`config.mk`:
```
export PLATFORM = sky130hd
export DESIGN_NAME = vnu_pipe_flat
export DESIGN_NICKNAME = d
export VERILOG_FILES = /design/src/rtl/vnu_pipe_if.sv /design/src/rtl/vnu_pipe.sv /design/src/flat_wrapper.sv
export SDC_FILE = /design/constraint.sdc
export NUM_CORES = 1
export LEC_CHECK = 0
export CORE_ASPECT_RATIO = 0.9
export CORE_MARGIN = 5
export CORE_UTILIZATION = 55
export DETAILED_ROUTE_END_ITERATION = 8
export PLACE_DENSITY_LB_ADDON = 0.3
export SETUP_SLACK_MARGIN = 0.5
export SYNTH_ARGS = -nofsm -noshare
export SYNTH_HDL_FRONTEND = slang
export SYNTH_SLANG_ARGS = --single-unit
```
`constraint.sdc`:
```
create_clock -name clk -period 3.9 [get_ports clk]
set_input_delay 0.39 -clock clk [delete_from_list [all_inputs] [get_ports clk]]
set_output_delay 0.39 -clock clk [all_outputs]
set_load 0.01 [all_outputs]
```
`src/rtl/vnu_pipe_if.sv`:
```
// Handshake/data bundle between the check node array, the VNU pipeline and the message memory.
interface vnu_pipe_if #(
    parameter int unsigned DEGREE    = 3,
    parameter int unsigned IN_W      = 5,
    parameter int unsigned LLR_W     = 5,
    parameter int unsigned OUT_W     = 6,
    parameter int unsigned SAT_CNT_W = 8
);
    logic                      en;
    logic                      valid_in;
    logic [DEGREE*IN_W-1:0]    X;
    logic [LLR_W-1:0]          Z;
    logic                      clr_stats;
    logic                      valid_out;
    logic [DEGREE*OUT_W-1:0]   Y;
    logic                      hard_decision;
    logic                      sat_out;
    logic [SAT_CNT_W-1:0]      sat_count;

    modport master (
        output en, valid_in, X, Z, clr_stats,
        input  valid_out, Y, hard_decision, sat_out, sat_count
    );

    modport slave (
        input  en, valid_in, X, Z, clr_stats,
        output valid_out, Y, hard_decision, sat_out, sat_count
    );
endinterface

```
`src/rtl/vnu_pipe.sv`:
```
// Two-stage variable node unit: total LLR, per-edge extrinsic messages with saturation,
// hard decision and a saturating count of saturated beats.
module vnu_pipe #(
    parameter int unsigned DEGREE    = 3,
    parameter int unsigned IN_W      = 5,
    parameter int unsigned LLR_W     = 5,
    parameter int unsigned OUT_W     = 6,
    parameter int unsigned SAT_CNT_W = 8
) (
    input logic       clk,
    input logic       rst,
    vnu_pipe_if.slave bus
);
    localparam int unsigned MAX_W = (IN_W > LLR_W) ? IN_W : LLR_W;
    localparam int unsigned SW    = MAX_W + $clog2(DEGREE + 1) + 1;
    localparam logic signed [SW-1:0] Y_MAX = SW'((1 << (OUT_W - 1)) - 1);
    localparam logic [SAT_CNT_W-1:0] CNT_MAX = '1;

    logic signed [SW-1:0]     x_tc [DEGREE];
    logic signed [SW-1:0]     t_d;
    logic signed [SW-1:0]     x_q [DEGREE];
    logic signed [SW-1:0]     t_q;
    logic                     v1_q;

    logic signed [SW-1:0]     e [DEGREE];
    logic signed [SW-1:0]     e_neg [DEGREE];
    logic [DEGREE*OUT_W-1:0]  y_d, y_q;
    logic                     sat_d, sat_q;
    logic                     hd_q, v2_q;
    logic [SAT_CNT_W-1:0]     cnt_d, cnt_q;

    // Sign-magnitude to two's complement; negative zero collapses to 0 naturally.
    always_comb begin
        t_d = SW'(bus.Z[LLR_W-2:0]);
        if (bus.Z[LLR_W-1]) t_d = -t_d;
        for (int i = 0; i < DEGREE; i++) begin
            x_tc[i] = SW'(bus.X[i*IN_W +: IN_W-1]);
            if (bus.X[i*IN_W + IN_W - 1]) x_tc[i] = -x_tc[i];
            t_d = t_d + x_tc[i];
        end
    end

    always_comb begin
        y_d   = '0;
        sat_d = 1'b0;
        for (int i = 0; i < DEGREE; i++) begin
            e[i]     = t_q - x_q[i];
            e_neg[i] = -e[i];
            if (e[i] > Y_MAX) begin
                y_d[i*OUT_W +: OUT_W] = {1'b0, Y_MAX[OUT_W-2:0]};
                sat_d = 1'b1;
            end else if (e[i] < -Y_MAX) begin
                y_d[i*OUT_W +: OUT_W] = {1'b1, Y_MAX[OUT_W-2:0]};
                sat_d = 1'b1;
            end else if (e[i] < 0) begin
                y_d[i*OUT_W +: OUT_W] = {1'b1, e_neg[i][OUT_W-2:0]};
            end else begin
                y_d[i*OUT_W +: OUT_W] = {1'b0, e[i][OUT_W-2:0]};
            end
        end
    end

    // Count the beat as it enters stage 2, so sat_count moves on the same edge as sat_out.
    always_comb begin
        cnt_d = cnt_q;
        if (bus.en && v1_q && sat_d && (cnt_q != CNT_MAX)) cnt_d = cnt_q + 1'b1;
        if (bus.clr_stats) cnt_d = '0;
    end

    always_ff @(posedge clk) begin
        if (rst) begin
            for (int i = 0; i < DEGREE; i++) x_q[i] <= '0;
            t_q   <= '0;
            v1_q  <= 1'b0;
            y_q   <= '0;
            sat_q <= 1'b0;
            hd_q  <= 1'b0;
            v2_q  <= 1'b0;
            cnt_q <= '0;
        end else begin
            if (bus.en) begin
                for (int i = 0; i < DEGREE; i++) x_q[i] <= x_tc[i];
                t_q   <= t_d;
                v1_q  <= bus.valid_in;
                y_q   <= y_d;
                sat_q <= sat_d;
                hd_q  <= t_q[SW-1];
                v2_q  <= v1_q;
            end
            cnt_q <= cnt_d;
        end
    end

    assign bus.valid_out     = v2_q;
    assign bus.Y             = y_q;
    assign bus.hard_decision = hd_q;
    assign bus.sat_out       = sat_q;
    assign bus.sat_count     = cnt_q;
endmodule

```
`src/flat_wrapper.sv`:
```
// flat-port wrapper written by rule: the top's interface ports become plain ports
module vnu_pipe_flat 
#(
    parameter int unsigned DEGREE    = 3,
    parameter int unsigned IN_W      = 5,
    parameter int unsigned LLR_W     = 5,
    parameter int unsigned OUT_W     = 6,
    parameter int unsigned SAT_CNT_W = 8
)
  (clk, rst, bus_en, bus_valid_in, bus_X, bus_Z, bus_clr_stats, bus_valid_out, bus_Y, bus_hard_decision, bus_sat_out, bus_sat_count);
  vnu_pipe_if #(.DEGREE(DEGREE), .IN_W(IN_W), .LLR_W(LLR_W), .OUT_W(OUT_W), .SAT_CNT_W(SAT_CNT_W)) bus_i ();
  input logic clk;
  input logic rst;
  input wire logic [$bits(bus_i.en)-1:0] bus_en;
  input wire logic [$bits(bus_i.valid_in)-1:0] bus_valid_in;
  input wire logic [$bits(bus_i.X)-1:0] bus_X;
  input wire logic [$bits(bus_i.Z)-1:0] bus_Z;
  input wire logic [$bits(bus_i.clr_stats)-1:0] bus_clr_stats;
  output wire logic [$bits(bus_i.valid_out)-1:0] bus_valid_out;
  output wire logic [$bits(bus_i.Y)-1:0] bus_Y;
  output wire logic [$bits(bus_i.hard_decision)-1:0] bus_hard_decision;
  output wire logic [$bits(bus_i.sat_out)-1:0] bus_sat_out;
  output wire logic [$bits(bus_i.sat_count)-1:0] bus_sat_count;
  assign bus_i.en = bus_en;
  assign bus_i.valid_in = bus_valid_in;
  assign bus_i.X = bus_X;
  assign bus_i.Z = bus_Z;
  assign bus_i.clr_stats = bus_clr_stats;
  assign bus_valid_out = bus_i.valid_out;
  assign bus_Y = bus_i.Y;
  assign bus_hard_decision = bus_i.hard_decision;
  assign bus_sat_out = bus_i.sat_out;
  assign bus_sat_count = bus_i.sat_count;
  vnu_pipe #(.DEGREE(DEGREE), .IN_W(IN_W), .LLR_W(LLR_W), .OUT_W(OUT_W), .SAT_CNT_W(SAT_CNT_W)) u_core (.clk(clk), .rst(rst), .bus(bus_i));
endmodule
```
==> flow_summary.yaml, run 1 <==
run_status:
  outcome: "completed"
sta:
  grt_setup_unrepaired: "true"
  whs_ns: 0.4535
  setup_slack_ns: 0.5983
  slew_viol_final: 0
  final.period_utilization: 0.8466
  worstMarginPinSlew_ns: 0.7983
  setup_viol: 0
  timing_hold_violations_final: 0
  finalCriticalPeriod_ns: 3.302
  fmax_ghz: 0.3029
  skew_ns: 0.009528
  slew_headroom: 0.4672
routing:
  dr.pass1.iters: 5
  drtIter0Drc: 159
  vias: 4041
  drcViolationCount: 0
  ant_nets: 0
  viasPerCell: 5.636
  wl_per_cell_um: 15.47
  routed_wl_mm: 11.09
global_route:
  first_global_vias: 3913
  grt_use_met3: 0.02929
  use_met1: 0.2543
  grt_usage: 0.2104
  gr-max-usage-layer: "met2"
  grt_pass1_wl_mm: 17.79
  grt_util_met2: 0.3771
  grt_max_degree: 44
  antenna_found_initial: 0
  grt-ovfl-total: 0
worst_setup_path:
  cp-start-kind: "primary input"
  slowest_delay_ns: 0.51
  cp_max_fo: 2
  crit_path_frequent_cell: "fa_1"
  worstPathArrival_ns: 3.50
  r2r_start: "u_core.t_q[0]"
  cp-end-kind: "flop"
  required_ns: 4.09
  crit_path_start: "bus_X[7]"
  slowest_stage: "fa_1"
  worstSetupPathType: "in2reg"
  path_cells: "dlygate4sd2_1 > nor3_2 > ha_1 > mux2i_4 > fa_1 > fa_1 > inv_1 > ha_4 > nor2b_2 > o21ai_1 > nand2b_1 > a21o_1 > a21oi_2 > xnor2_1 > o21ai_0"
flow_run:
  drv_cap: 0
floorplan:
  ios: 54
  die_y_um: 97
  fp.dieW_um: 106.7
  initial_core_util: 0.5679
  die_area_um2: 10350
  fp-row-count: 31
  core_area_um2: 8145
placed_design:
  place_congestion: 0.8483
  dp_hpwl_mm: 8.372
  postPlaceCellArea_um2: 5413
  detailedPlace.worstSlack_ns: -0.2097
  io_buffers: 53
layout:
  synthToLayoutAreaGrowth_pct: 27.27
  stdcell_area_um2: 5887
  nNetsFinal: 696
  n_antenna_cell: 0
  layout_common_cells: "nor2_1 (72), inv_1 (48), buf_4 (42)"
  fillCellCount: 603
  final_util: 0.7227
  layout-drive-gt1-share: 0.1715
  final_common_cell: "nor2_1"
clocking:
  cts_tree: "yes"
  htreeDepth: 3
  cts-root-buf: "clkbuf_8"
  clk_latency_ns: 0.34
  clock_sinks: 59
  postCtsHoldBufs: 0
  cts.clk_slew.worst_paths_ns: 0.07
  cts-buffers-inserted: 9
  cts_max_path_buffers: 2
yosys:
  mappedNetlistNets: 602
  synth-seq-cells: 59
  async_flop_share: 0
  synthesis.instances: 519
  synth-edff-count: 21
  syn_area_per_cell_um2: 8.913
  synth-main-ff-cell: "dfxtp_1"
  yosys_warnings: 0
  ys_types: 66
  yosysSeqAreaShare: 0.3008
  syn_area_um2: 4626
power_and_ir_drop:
  ir_drop_mv: 0.2839
  leakagePower_nw: 2.647
  powerDensity_nw_per_um2: 683.0
  total_power_w: 0.004020
min_path:
  hold_class: "reg2reg"
  min_from: "u_core.bus.Y[5]"
-- worst max-delay path: cells and delay by family --
kind / cells / cell delay, ns
mux: 1 / 0.19
fa+ha+maj: 4 / 1.47
simple gates: 3 / 0.44
buf+inv: 2 / 0.31
compound gates: 4 / 0.58
xor+xnor: 1 / 0.12
-- power by group --
group          switching, W  internal, W  total, W
Combinational       0.00139      0.00125   0.00264
Sequential        0.0000961     0.000761  0.000857
Clock              0.000236     0.000283  0.000519
-- worst paths after layout --
path                            slack, ns                 endpoint  depth (start not counted)
worst max-delay path                 0.60            u_core.t_q[7]                         15
worst min-delay path                 0.45          u_core.bus.Y[5]                          2
worst max register to register       0.70  u_core.bus.sat_count[7]                         14
worst min register to register       0.45          u_core.bus.Y[5]                          2
-- logic make-up (layout without fill, tap and decap cells) --
family,Yosys count,in the layout,synth area share
adder cells (fa/ha/maj),58,58,0.1829
XOR/XNOR,36,36,0.07141
AO/OA/AOI/OAI,112,113,0.1761
multiplexers,19,19,0.04138
AND/OR/NAND/NOR,173,173,0.1750
flip-flops,59,59,0.3008
buffers and inverters,62,160,0.05247
-- per-layer routing --
| metal | vias up | routed length (µm) | share of wire |
|---|---|---|---|
| met5 | - | 0 | 0 |
| met4 | 0 | 197 | 0.018 |
| met3 | 18 | 557 | 0.050 |
| met2 | 110 | 5555 | 0.50 |
| met1 | 1898 | 4783 | 0.43 |
| li1 | 2015 | - | - |
-- layout make-up --
type	instances	area, µm²	area share
Sequential cell	59	1391	0.2363
Multi-Input combinational cell	399	3178	0.5399
Inverter	50	187.7	0.03188
Tap cell	99	123.9	0.02104
Clock buffer	12	166.4	0.02827
Clock inverter	4	22.52	0.003826
Timing Repair Buffer	94	817.0	0.1388
-- synthesized netlist by cell type (6+ instances only) --
| cell type | number | area, µm² |
|---|---|---|
| nor2_1 | 72 | 270.3 |
| inv_1 | 50 | 187.7 |
| ha_1 | 42 | 525.5 |
| dfxtp_1 | 38 | 760.7 |
| nand2_1 | 31 | 116.4 |
| a21oi_1 | 23 | 115.1 |
| edfxtp_1 | 21 | 630.6 |
| xnor2_1 | 20 | 175.2 |
| mux2i_1 | 18 | 180.2 |
| fa_1 | 16 | 320.3 |
| nor2b_1 | 16 | 100.1 |
| o21ai_0 | 16 | 80.08 |
| xor2_1 | 14 | 122.6 |
| nand3_1 | 13 | 65.06 |
| and3_1 | 11 | 68.82 |
| nor3_1 | 11 | 55.05 |
| a21o_1 | 9 | 67.56 |
| clkbuf_1 | 9 | 33.78 |
| a211oi_1 | 6 | 45.04 |
| a21boi_0 | 6 | 45.04 |
| o21a_1 | 6 | 45.04 |
-- through the flow --
stage / instances / setup TNS [ns]
3_3_place_gp: 684 / -0.07389
2_1_floorplan: 519 / 0
5_1_grt: 717 / 0
3_5_place_dp: 684 / -0.5148
6_report: 717 / 0
4_1_cts: 709 / 0
-- flip-flops by register name, indices dropped and copies added, names as in the netlist --
register / cells
u_core.bus.hard_decision: 1
u_core.bus.valid_out: 1
u_core.t_q: 8
u_core.bus.Y: 18
u_core.x_q: 21
u_core.bus.sat_out: 1
u_core.bus.sat_count: 8
u_core.v1_q: 1
-- repair_timing --
action	CTS	global route
setup buffers	9	7
setup endpoints to repair	5	13
gates resized for setup	27	43
cloned	0	1
endpoints found under the hold margin	0	0
pin swaps	10	17
Note: power is estimated with default switching activity, not from simulation.
==> inputs of run 2 (changes only) <==
==> constraint.sdc (replaced) <==
create_clock -name clk -period 3.3 [get_ports clk]
set_input_delay 0.33 -clock clk [delete_from_list [all_inputs] [get_ports clk]]
set_output_delay 0.33 -clock clk [all_outputs]
set_load 0.01 [all_outputs]
==> run 2 against run 1 <==
Clock-buffer cell count up 2. Sequential power rose by 24%. Setup slack worse by 0.43 ns. Hold slack better by 0.012 ns. Largest power group unchanged. Highest routed layer unchanged.
==> flow_summary.yaml, run 2 (synthesis results as in run 1) <==
run_status:
  outcome: "completed"
layout:
  n_antenna_cell: 0
  layout-drive-gt1-share: 0.3513
  synthToLayoutAreaGrowth_pct: 48.90
  largest_reg_flops: 21
  instances_no_fill: 768
  nNetsFinal: 747
  fillCellCount: 403
  layout_common_cells: "buf_4 (79), nor2_1 (70), clkdlybuf4s50_1 (36)"
  final_common_cell: "buf_4"
  final_util: 0.8456
  regMostFlops: "u_core.x_q"
  stdcell_area_um2: 6888
power_and_ir_drop:
  leakagePower_nw: 2.977
  powerDensity_nw_per_um2: 939.6
  ir_drop_mv: 0.5195
worst_setup_path:
  required_ns: 3.52
  worstSetupPathType: "in2reg"
  r2r_start: "u_core.x_q[0][9]"
  cp-start-kind: "primary input"
  worstPathArrival_ns: 3.35
  cp-end-kind: "flop"
  crit_path_start: "bus_X[6]"
  cp_max_fo: 3
clocking:
  cts_tree: "yes"
  clk_latency_ns: 0.36
  htreeDepth: 3
  clock_sinks: 59
  cts-buffers-inserted: 9
  cts.clk_slew.worst_paths_ns: 0.08
  cts-root-buf: "clkbuf_8"
  postCtsHoldBufs: 0
  cts_max_path_buffers: 2
placed_design:
  placedCellCount: 708
  io_buffers: 53
  dp_hpwl_mm: 8.980
  detailedPlace.worstSlack_ns: -0.7397
  postPlaceCellArea_um2: 5821
  place_congestion: 0.8470
floorplan:
  die_area_um2: 10350
  fp-row-count: 31
  core_area_um2: 8145
  initial_core_util: 0.5679
  die_y_um: 97
  ios: 54
  fp.dieW_um: 106.7
global_route:
  grt_usage: 0.2624
  grt-ovfl-total: 0
  grt_pass1_wl_mm: 21.89
  first_global_vias: 4661
  grt_max_degree: 44
  antenna_found_initial: 0
sta:
  fmax_ghz: 0.3189
  worstMarginPinSlew_ns: 0.8076
  slew_viol_final: 0
  setup_viol: 0
  setup_slack_ns: 0.1643
  finalCriticalPeriod_ns: 3.136
  grt_setup_unrepaired: "true"
  timing_hold_violations_final: 0
  final.period_utilization: 0.9502
  slew_headroom: 0.4610
  skew_ns: 0.01381
routing:
  dr.pass1.iters: 5
  wl_per_cell_um: 19.82
  drtIter0Drc: 378
  viasPerCell: 6.116
  routed_wl_mm: 15.22
  drcViolationCount: 0
  vias: 4697
  ant_nets: 0
flow_run:
  drv_cap: 0
min_path:
  hold_class: "reg2reg"
  min_from: "u_core.bus.Y[4]"
[run 2: cell count changes in the layout (fill, tap and decap cells not counted), moves of 6 or more]
cell and delta:
buf_4 +37, ha_1 -15, buf_6 +14, inv_1 -13, ha_4 +12, inv_2 +10, a21oi_1 -9, a21oi_2 +9
nor2b_4 +6
[run 2: critical path, cell delays in order]
cell      delay [ns]
buf_6           0.09
buf_8           0.13
nor3_4          0.19
ha_1            0.26
mux2i_2         0.21
fa_1            0.48
fa_1            0.54
inv_2           0.05
ha_4            0.22
nor2b_4         0.13
o21ai_2         0.11
nand2b_1        0.10
a21o_1          0.17
a21oi_2         0.14
xnor2_1         0.13
o21ai_1         0.07
[run 2: what timing repair did]
item,4_1_cts,5_1_grt
setup buffers,36,7
setup endpoints to repair,23,27
resized for setup,122,42
gates cloned,1,0
pin swaps,49,44
[run 2: per-stage QoR]
step	hold WS (ns)	power [W]	setup TNS, ns
final	0.4652	0.006472	0
after global placement	0.4361	0.004020	-2.340
after detailed placement	0.4472	0.004155	-3.301
after floorplan	0.4775	0.003378	0
after global routing	0.4942	0.006771	0
after CTS	0.4645	0.005810	0
[run 2: power by group]
part	total (W)	leakage, nW	internal (W)	switching (W)
Sequential	0.00106	0.542	0.000906	0.000155
Combinational	0.00471	2.33	0.00234	0.00237
Clock	0.000702	0.109	0.000404	0.000298
[run 2: final cells by class]
cell class,count,area (µm²),area share
tap,99,123.9,0.01798
sequential,59,1400,0.2033
clock buffer,14,205.2,0.02979
clock inverter,2,12.51,0.001817
multi-input combinational,399,3661,0.5315
inverter,50,210.2,0.03052
timing repair buffer,145,1275,0.1851
[run 2: path summary, 6_finish.rpt]
check                                 end  slack [ns]  cells after the start
setup / recovery            u_core.t_q[7]        0.16                     16
hold / removal            u_core.bus.Y[4]        0.47                      1
setup reg to reg  u_core.bus.sat_count[1]        0.20                     14
hold reg to reg           u_core.bus.Y[4]        0.47                      1
[run 2: layer usage]
| layer | global-route usage | up-vias | part of all wire |
|---|---|---|---|
| met5 | 0 | - | 0 |
| met4 | 0.1200 | 0 | 0.068 |
| met3 | 0.04527 | 99 | 0.070 |
| met2 | 0.4821 | 281 | 0.49 |
| met1 | 0.2912 | 2198 | 0.37 |
| li1 | - | 2119 | - |
